<file path="src/rtl/rename_map_pkg.sv">
// Shared definitions for the register-rename map: index-width helpers,
// default index typedefs and the identity mapping loaded at reset.
package rename_pkg;

  // Bits needed to index n entries (at least one bit).
  function automatic int idx_width(input int n);
    if (n <= 1) begin
      return 1;
    end else begin
      return $clog2(n);
    end
  endfunction

  // Width of an architectural register index.
  function automatic int aw_of(input int arch_regs);
    return idx_width(arch_regs);
  endfunction

  // Width of a physical register index.
  function automatic int pw_of(input int phys_regs);
    return idx_width(phys_regs);
  endfunction

  localparam int ARCH_REGS_DEF = 8;
  localparam int PHYS_REGS_DEF = 16;

  typedef logic [aw_of(ARCH_REGS_DEF)-1:0] arch_idx_t;
  typedef logic [pw_of(PHYS_REGS_DEF)-1:0] phys_idx_t;

  // Physical register that architectural register 'arch' maps to after reset.
  function automatic int reset_phys(input int arch);
    return arch;
  endfunction

endpackage

</file>
<file path="src/rtl/rename_map_if.sv">
// Decode/dispatch-side bundle of the rename map: source lookups, destination
// rename handshake, commit and flush. The master is the pipeline front end.
interface rename_map_if #(
  parameter int ARCH_REGS  = 8,
  parameter int PHYS_REGS  = 16,
  parameter int READ_PORTS = 2
);
  import rename_pkg::*;

  localparam int AW = aw_of(ARCH_REGS);
  localparam int PW = pw_of(PHYS_REGS);

  logic [READ_PORTS-1:0]         rd_valid;
  logic [READ_PORTS-1:0][AW-1:0] rd_arch;
  logic [READ_PORTS-1:0][PW-1:0] rd_phys;

  logic          ren_valid;
  logic [AW-1:0] ren_arch;
  logic          ren_ready;
  logic [PW-1:0] ren_phys;
  logic [PW-1:0] ren_old_phys;

  logic          commit_valid;
  logic [AW-1:0] commit_arch;
  logic [PW-1:0] commit_phys;

  logic          flush;
  logic [PW:0]   free_count;

  modport master (
    output rd_valid, rd_arch, ren_valid, ren_arch,
           commit_valid, commit_arch, commit_phys, flush,
    input  rd_phys, ren_ready, ren_phys, ren_old_phys, free_count
  );

  modport slave (
    input  rd_valid, rd_arch, ren_valid, ren_arch,
           commit_valid, commit_arch, commit_phys, flush,
    output rd_phys, ren_ready, ren_phys, ren_old_phys, free_count
  );

endinterface

</file>
<file path="src/rtl/rename_map_lowbit_enc.sv">
// Lowest-set-bit priority encoder with a found flag; picks the next free
// physical register out of the free vector.
module lowbit_enc #(
  parameter int N = 16,
  parameter int W = 4
) (
  input  logic [N-1:0] vec,
  output logic [W-1:0] idx,
  output logic         found
);

  // Scan from the top down so the lowest set bit is the last one written.
  always_comb begin
    idx   = '0;
    found = 1'b0;
    for (int i = N - 1; i >= 0; i--) begin
      if (vec[i]) begin
        idx   = W'(i);
        found = 1'b1;
      end else begin
        idx   = idx;
        found = found;
      end
    end
  end

endmodule

</file>
<file path="src/rtl/rename_map.sv">
// Register-rename map with integrated free list. Sources are translated through
// the speculative map, destinations take the lowest free physical register,
// commit frees the superseded committed mapping, and flush copies the committed
// map (including a same-cycle commit) back into the speculative map.
module rename_map
  import rename_pkg::*;
#(
  parameter int ARCH_REGS  = 8,
  parameter int PHYS_REGS  = 16,
  parameter int READ_PORTS = 2
) (
  input  logic          clk,
  input  logic          rst,
  rename_map_if.slave   bus
);

  localparam int AW = aw_of(ARCH_REGS);
  localparam int PW = pw_of(PHYS_REGS);
  localparam logic [PW:0] FREE_INIT = (PW + 1)'(PHYS_REGS - ARCH_REGS);

  logic [PW-1:0]        spec_map_r       [ARCH_REGS];
  logic [PW-1:0]        commit_map_r     [ARCH_REGS];
  logic [PW-1:0]        commit_map_nxt_s [ARCH_REGS];
  logic [PHYS_REGS-1:0] free_vec_r;
  logic [PHYS_REGS-1:0] free_vec_nxt_s;
  logic [PHYS_REGS-1:0] used_s;
  logic [PW:0]          free_count_r;
  logic [PW:0]          free_count_nxt_s;
  logic [PW-1:0]        alloc_idx_s;
  logic                 alloc_found_s;
  logic                 fire_s;

  lowbit_enc #(
    .N (PHYS_REGS),
    .W (PW)
  ) u_lowbit_enc (
    .vec   (free_vec_r),
    .idx   (alloc_idx_s),
    .found (alloc_found_s)
  );

  // Allocation is blocked during flush so a dropped rename cannot leak a register.
  assign bus.ren_ready    = alloc_found_s && !bus.flush;
  assign bus.ren_phys     = alloc_idx_s;
  assign bus.ren_old_phys = spec_map_r[bus.ren_arch];
  assign bus.free_count   = free_count_r;
  assign fire_s           = bus.ren_valid && bus.ren_ready;

  // Source lookups read the pre-rename speculative map; disabled ports return zero.
  always_comb begin
    for (int k = 0; k < READ_PORTS; k++) begin
      if (bus.rd_valid[k]) begin
        bus.rd_phys[k] = spec_map_r[bus.rd_arch[k]];
      end else begin
        bus.rd_phys[k] = '0;
      end
    end
  end

  // Committed map after this cycle's commit; flush restores from this value.
  always_comb begin
    commit_map_nxt_s = commit_map_r;
    if (bus.commit_valid) begin
      commit_map_nxt_s[bus.commit_arch] = bus.commit_phys;
    end else begin
      commit_map_nxt_s = commit_map_r;
    end
  end

  // Free-list and free-count next state for flush, commit and rename.
  always_comb begin
    used_s = '0;
    for (int i = 0; i < ARCH_REGS; i++) begin
      used_s[commit_map_nxt_s[i]] = 1'b1;
    end
    free_vec_nxt_s   = free_vec_r;
    free_count_nxt_s = free_count_r;
    if (bus.flush) begin
      free_vec_nxt_s   = ~used_s;
      free_count_nxt_s = FREE_INIT;
    end else begin
      // The freed register is committed-mapped and hence never the one allocated now.
      if (bus.commit_valid) begin
        free_vec_nxt_s[commit_map_r[bus.commit_arch]] = 1'b1;
      end else begin
        free_vec_nxt_s = free_vec_nxt_s;
      end
      if (fire_s) begin
        free_vec_nxt_s[alloc_idx_s] = 1'b0;
      end else begin
        free_vec_nxt_s = free_vec_nxt_s;
      end
      free_count_nxt_s = free_count_r + (PW + 1)'(bus.commit_valid) - (PW + 1)'(fire_s);
    end
  end

  // Committed map, free list and free count state.
  always_ff @(posedge clk) begin
    if (rst) begin
      for (int i = 0; i < ARCH_REGS; i++) begin
        commit_map_r[i] <= PW'(reset_phys(i));
      end
      for (int j = 0; j < PHYS_REGS; j++) begin
        free_vec_r[j] <= (j >= ARCH_REGS) ? 1'b1 : 1'b0;
      end
      free_count_r <= FREE_INIT;
    end else begin
      commit_map_r <= commit_map_nxt_s;
      free_vec_r   <= free_vec_nxt_s;
      free_count_r <= free_count_nxt_s;
    end
  end

  // Speculative map: flush restores the committed view, otherwise a fired rename updates one entry.
  always_ff @(posedge clk) begin
    if (rst) begin
      for (int i = 0; i < ARCH_REGS; i++) begin
        spec_map_r[i] <= PW'(reset_phys(i));
      end
    end else if (bus.flush) begin
      spec_map_r <= commit_map_nxt_s;
    end else if (fire_s) begin
      spec_map_r[bus.ren_arch] <= alloc_idx_s;
    end
  end

endmodule

</file>
<file path="src/flat_wrapper.sv">
// flat-port wrapper written by rule: the top's interface ports become plain ports
module rename_map_flat import rename_pkg::*;
#(
  parameter int ARCH_REGS  = 8,
  parameter int PHYS_REGS  = 16,
  parameter int READ_PORTS = 2
)
  (clk, rst, bus_rd_valid, bus_rd_arch, bus_ren_valid, bus_ren_arch, bus_commit_valid, bus_commit_arch, bus_commit_phys, bus_flush, bus_rd_phys, bus_ren_ready, bus_ren_phys, bus_ren_old_phys, bus_free_count);
  rename_map_if #(.ARCH_REGS(ARCH_REGS), .PHYS_REGS(PHYS_REGS), .READ_PORTS(READ_PORTS)) bus_i ();
  input  logic clk;
  input  logic rst;
  input wire logic [$bits(bus_i.rd_valid)-1:0] bus_rd_valid;
  input wire logic [$bits(bus_i.rd_arch)-1:0] bus_rd_arch;
  input wire logic [$bits(bus_i.ren_valid)-1:0] bus_ren_valid;
  input wire logic [$bits(bus_i.ren_arch)-1:0] bus_ren_arch;
  input wire logic [$bits(bus_i.commit_valid)-1:0] bus_commit_valid;
  input wire logic [$bits(bus_i.commit_arch)-1:0] bus_commit_arch;
  input wire logic [$bits(bus_i.commit_phys)-1:0] bus_commit_phys;
  input wire logic [$bits(bus_i.flush)-1:0] bus_flush;
  output wire logic [$bits(bus_i.rd_phys)-1:0] bus_rd_phys;
  output wire logic [$bits(bus_i.ren_ready)-1:0] bus_ren_ready;
  output wire logic [$bits(bus_i.ren_phys)-1:0] bus_ren_phys;
  output wire logic [$bits(bus_i.ren_old_phys)-1:0] bus_ren_old_phys;
  output wire logic [$bits(bus_i.free_count)-1:0] bus_free_count;
  assign bus_i.rd_valid = bus_rd_valid;
  assign bus_i.rd_arch = bus_rd_arch;
  assign bus_i.ren_valid = bus_ren_valid;
  assign bus_i.ren_arch = bus_ren_arch;
  assign bus_i.commit_valid = bus_commit_valid;
  assign bus_i.commit_arch = bus_commit_arch;
  assign bus_i.commit_phys = bus_commit_phys;
  assign bus_i.flush = bus_flush;
  assign bus_rd_phys = bus_i.rd_phys;
  assign bus_ren_ready = bus_i.ren_ready;
  assign bus_ren_phys = bus_i.ren_phys;
  assign bus_ren_old_phys = bus_i.ren_old_phys;
  assign bus_free_count = bus_i.free_count;
  rename_map #(.ARCH_REGS(ARCH_REGS), .PHYS_REGS(PHYS_REGS), .READ_PORTS(READ_PORTS)) u_core (.clk(clk), .rst(rst), .bus(bus_i));
endmodule
</file>
<file path="config.mk">
export PLATFORM = sky130hd
export DESIGN_NAME = rename_map_flat
export DESIGN_NICKNAME = d
export VERILOG_FILES = /design/src/rtl/rename_map_pkg.sv /design/src/rtl/rename_map_if.sv /design/src/rtl/rename_map_lowbit_enc.sv /design/src/rtl/rename_map.sv /design/src/flat_wrapper.sv
export SDC_FILE = /design/constraint.sdc
export NUM_CORES = 1
export LEC_CHECK = 0
export ABC_AREA = 1
export ABC_CLOCK_PERIOD_IN_PS = 6780
export CAP_MARGIN = 20
export CORE_MARGIN = 2
export CORE_UTILIZATION = 50
export CTS_CLUSTER_SIZE = 8
export DETAILED_ROUTE_END_ITERATION = 8
export PLACE_DENSITY = 0.67
export SLEW_MARGIN = 20
export SYNTH_ARGS = -nofsm -noshare
export SYNTH_HDL_FRONTEND = slang
export SYNTH_SLANG_ARGS = --single-unit
</file>
<file path="constraint.sdc">
create_clock -name clk -period 6.78 [get_ports clk]
set_input_delay 1.356 -clock clk [delete_from_list [all_inputs] [get_ports clk]]
set_output_delay 1.356 -clock clk [all_outputs]
set_load 0.02 [all_outputs]
</file>
# Word-level counts from Yosys, hierarchy flattened
# Cells that the tools add are included.
[word_totals] register_bits=85 out_inout_bits=22 word_cells=157
[op_classes] add_sub_neg=2 n_lt_le_gt_ge=26 n_mux=79 bitwise_logic=15 n_reduce_logical=17
[op_table] cell="$or A16 B16 Y16" n=8
[op_table] cell="$mux W4" n=28
[op_table] cell="$mux W32" n=3
[op_table] cell="$bwmux W32" n=2
[op_table] cell="$mux W16" n=4
[op_table] cell="$lt A4 B5 Y1 const B" n=10
[op_table] cell="$bmux W4 S3" n=4
[op_table] cell="$demux W1 S4" n=10
[op_table] cell="$ge A4 B1 Y1 const B" n=10
[op_table] cell="$not A16 Y16" n=2
[op_table] cell="$mux W1" n=26
[op_table] cell="$demux W4 S3" n=2
[op_table] cell="$and A16 B16 Y16" n=1
[op_table] cell="$ge A4 B4 Y1 const B" n=4
[op_table] cell="$not A3 Y4" n=4
[op_table] cell="$logic_and A1 B1 Y1" n=14
[op_table] cell="$lt A4 B1 Y1 const B" n=2
[op_table] cell="$add A5 B1 Y5" n=1
[op_table] cell="$sub A5 B1 Y5" n=1
[op_table] cell="$reduce_bool A2 Y1" n=1
[op_table] cell="$reduce_or A2 Y1" n=1
[op_table] cell="$logic_not A1 Y1" n=1

# Longest topological paths before layout
[depth] depth_word=24 mapped_depth=20

# Cells and area by module
# From an unflattened synthesis, not the netlist that was laid out.
[unflattened] cells_unflattened=1241 area_unflattened_um2=6673.9
[by_module_without_submodules] mod="rename_map" n_inst=1 cells_each=1192 area_each_um2=6465.0 seq_area_each_um2=1701.6
[by_module_without_submodules] mod="lowbit_enc" n_inst=1 cells_each=49 area_each_um2=209.0 seq_area_each_um2=0.0

# Worst setup path after synthesis
# Ideal clock, no wire load.
[synth_path] path_kind="input port to output port" start="input port bus_rd_arch[1]" end="output port bus_rd_phys[1]" arrival_ns=2.291 setup_slack_ns=3.133 cell_stages=5 path_cell_list="clkbuf_1 -> o21ai_0 -> o21ai_0 -> o21ai_0 -> a31oi_1"
[synth_between] elab_chain_len=5
[synth_rtl] element="start, declared" line_no="flat_wrapper.sv:13" rtl="input wire logic [$bits(bus_i.rd_arch)-1:0] bus_rd_arch;"
[synth_rtl] element="$not A3 Y4 (implied by the code)" line_no="rename_map.sv:53" rtl="bus.rd_phys[k] = spec_map_r[bus.rd_arch[k]];"
[synth_rtl] element="$bmux W4 S3" line_no="rename_map.sv:53"
[synth_rtl] element="$mux W4 (implied by the code) (2 in a row)" line_no="rename_map.sv:53"
[synth_rtl] element="$mux W4" line_no="rename_map.sv:52" rtl="if (bus.rd_valid[k]) begin"
[synth_rtl] element="end, declared" line_no="flat_wrapper.sv:20" rtl="output wire logic [$bits(bus_i.rd_phys)-1:0] bus_rd_phys;"
# No other way between the ends. The select of a mux whose other input is x is not followed.

# Worst setup path after layout
[layout_path] start="input port bus_rd_arch[0]" end="output port bus_rd_phys[0]"
# The elaborated chain is that of the path after synthesis.

==> impl_metrics.toml <==
[outcome]
status = "completed"

[sta]
min_period_ns = 5.07
slew_headroom = 0.345
rsz0062_at_grt = "no"
period_share = 0.747
fin_skew_ns = 0.00815
setup_slack_ns = 1.71
finalSetupViolCount = 0
drv_slew = 0
holdWs_ns = 0.459
worstMarginPinSlew_ns = 0.982
hold_violations = 0
clock.fmax_mhz = 197
tns_ns = 0

[grt]
grt_pass1_vias = 6248
grt.met3_usage = 0.0537
grt_overflow = 0
grt_max_degree = 51
met1_usage = 0.463
grtUsageMet2 = 0.522
antenna_found_initial = 0
track_usage = 0.332
top_usage_layer = "met2"
grt_pass1_wl_um = 33200

[final_layout]
drive_above_1_share = 0.0467
area_delta_synth_final_pct = 13.8
fin_util = 0.578
layout.nets = 1073
diodes = 0

[synthesis]
synth_seq_cells = 85
ys_seq_area_frac = 0.281
yosysUniqueCellTypes = 44
syn_area_per_cell_um2 = 5.98
yosys_warnings = 0
ys_async_sr_fraction = 0
netlist_instances = 1011
synth_area_um2 = 6050
ys.flop_type = "dfxtp_1"
syn-num-nets = 1040
synth_edf_count = 0

[routing]
vias = 7044
wl_per_cell_um = 18.2
vias_per_cell = 5.89
drc = 0
first_pass_iters = 6
drt-total-wl_um = 21800
antenna_left = 0
drt_iter0_drc = 909

[setup_path]
crit_type = "input pin to output port"
cp_common_cell = "clkdlybuf4s50_1"
crit_slowest_cell = "clkdlybuf4s50_1"
cp_max_fo = 24
critPathArrivalTime_ns = 3.71
worstPathCellList = "clkdlybuf4s50_1 -> inv_1 -> a21oi_1 -> o21ai_0 -> nand3_1 -> nand2_1 -> a31oi_1 -> clkdlybuf4s50_1"
reg2reg_slack_ns = 3.81
crit_required_ns = 5.42
crit_family = "buffers and inverters"
worst_setup_path_end_kind = "output port"
cp_slowest_stage_delay_ns = 0.90
cp_num_buf_inv = 3
startpoint_type = "input pin"

[power]
switching_share = 0.362
p_sw_mw = 0.510
pwr-share-clk = 0.349
power_frac_seq = 0.385
intPower_mw = 0.900
power.share.combinational = 0.267
p_per_area_nw_per_um2 = 205
ir_drop_mv = 0.149
p_leak_nw = 2.99
total_power_mw = 1.41

[cts]
holdBufCountCts = 0
cts-buffers-inserted = 9
clk_pin_slew_ns = 0.07
cts_tree = "done"
h-tree-depth = 3
cts_resized = 0
cts_setup_buffers = 0
insertion_delay_ns = 0.35
cts_sinks = 85
clock-root-buffer = "clkbuf_16"
cts.path.max_buffers = 2

[floorplan]
io-pin-count = 45
die_y_um = 114
design.core.area_um2 = 11900
initial_core_util = 0.508
die_w_um = 114
die_area_um2 = 13000
rows = 40

[placed_design]
place_ws_ns = 1.73
portBuffers = 44
dp_hpwl_um = 17200
place_congestion = 1.07

[hold_path]
holdCritPathClass = "flip-flop to flip-flop"

[job]
timing.max_cap.violations = 0
==> power groups by stage <==
stage | Sequential [mW] | Clock (mW) | Combinational (mW)
floorplan | 0.549 | 0 | 0.236
global placement | 0.553 | 0 | 0.368
detailed placement | 0.553 | 0 | 0.366
CTS | 0.542 | 0.496 | 0.368
global route | 0.544 | 0.512 | 0.410
finish | 0.543 | 0.492 | 0.376
==> logic make-up (layout without fill, tap and decap cells) <==
family | Yosys count | after routing | synth area share
xor+xnor | 1 | 1 | 0.00145
buf+inv | 183 | 221 | 0.115
simple gates | 457 | 457 | 0.313
fa+ha+maj | 6 | 6 | 0.0137
compound gates | 279 | 279 | 0.275
flops | 85 | 85 | 0.281
==> worst register-to-register path: stages, from the launching register on <==
cell and delay (ns):
dfxtp_1 0.34, or2_2 0.31, nor2_1 0.09, nand2_1 0.09, nor2_1 0.13, nand4_1 0.09
nand2_1 0.07, inv_1 0.06, nand2_1 0.05, buf_4 0.19, inv_1 0.07, ha_1 0.26
inv_1 0.05, ha_1 0.15, inv_1 0.05, fa_1 0.39, o21bai_1 0.15, a21oi_1 0.09
o21ai_0 0.16, a21oi_1 0.05
==> layout make-up <==
| class | count | area (µm²) |
|---|---|---|
| clock inverter | 7 | 63.8 |
| fill | 1225 | 5030 |
| inverter | 157 | 589 |
| tap | 147 | 184 |
| clock buffer | 9 | 225 |
| sequential | 85 | 1700 |
| timing repair buffer | 48 | 465 |
| multi-input combinational | 743 | 3650 |
==> through the flow <==
stage               cell area [µm²]  instances
global route                   6880       1196
global placement               6590       1180
floorplan                      6050       1011
detailed placement             6590       1180
finish                         6880       1196
CTS                            6880       1196
==> cell usage after synthesis, types with 17 or more instances <==
master    count  area share
nor2_1      119       0.074
a21oi_1      76       0.063
o21ai_0      77       0.064
inv_1       152       0.094
nand3_1      32       0.026
o211ai_1     19       0.024
clkbuf_1     21       0.013
o21ai_1      17       0.014
a31oi_1      18       0.019
nor3_1       22       0.018
nand2_1     253        0.16
a22oi_1      18       0.022
dfxtp_1      85        0.28
==> cells in the final DEF, fill, tap and decap left out, types with 5 or more instances in the layout <==
cell type	synthesis	layout
clkbuf_16	0	9
nand4_1	12	12
nor2_1	119	119
a31oi_1	18	18
inv_1	152	152
ha_1	5	5
dfxtp_1	85	85
nand2_1	253	253
o22ai_1	16	16
a221oi_1	10	10
a21oi_1	76	76
nand2_2	5	5
o211ai_1	19	19
nor4_1	5	5
o21ai_1	17	17
a22oi_1	18	18
o21ai_2	8	8
nor3_1	22	22
o2111ai_1	6	6
o21ai_0	77	77
clkdlybuf4s50_1	0	43
nand3_1	32	32
==> flip-flops by register name (all words and copies together) (netlist names) <==
register,count
u_core.bus.free_count,5
u_core.commit_map_r,32
u_core.free_vec_r,16
u_core.spec_map_r,32
==> per-layer routing <==
layer | wire length, µm | up-vias | share of wire
li1 | - | 3439 | -
met1 | 9550 | 3207 | 0.44
met2 | 9700 | 358 | 0.44
met3 | 2030 | 40 | 0.093
met4 | 517 | 0 | 0.024
met5 | 0 | - | 0
==> worst paths after layout <==
check                        startpoint                  endpoint  cells past startpoint
setup reg to reg  u_core.free_vec_r[15]  u_core.bus.free_count[4]                     19
hold reg to reg   u_core.spec_map_r[17]     u_core.spec_map_r[17]                      2
setup / recovery         bus_rd_arch[0]            bus_rd_phys[0]                      8
hold / removal    u_core.spec_map_r[17]     u_core.spec_map_r[17]                      2
Power figures use the tool's default switching activity.
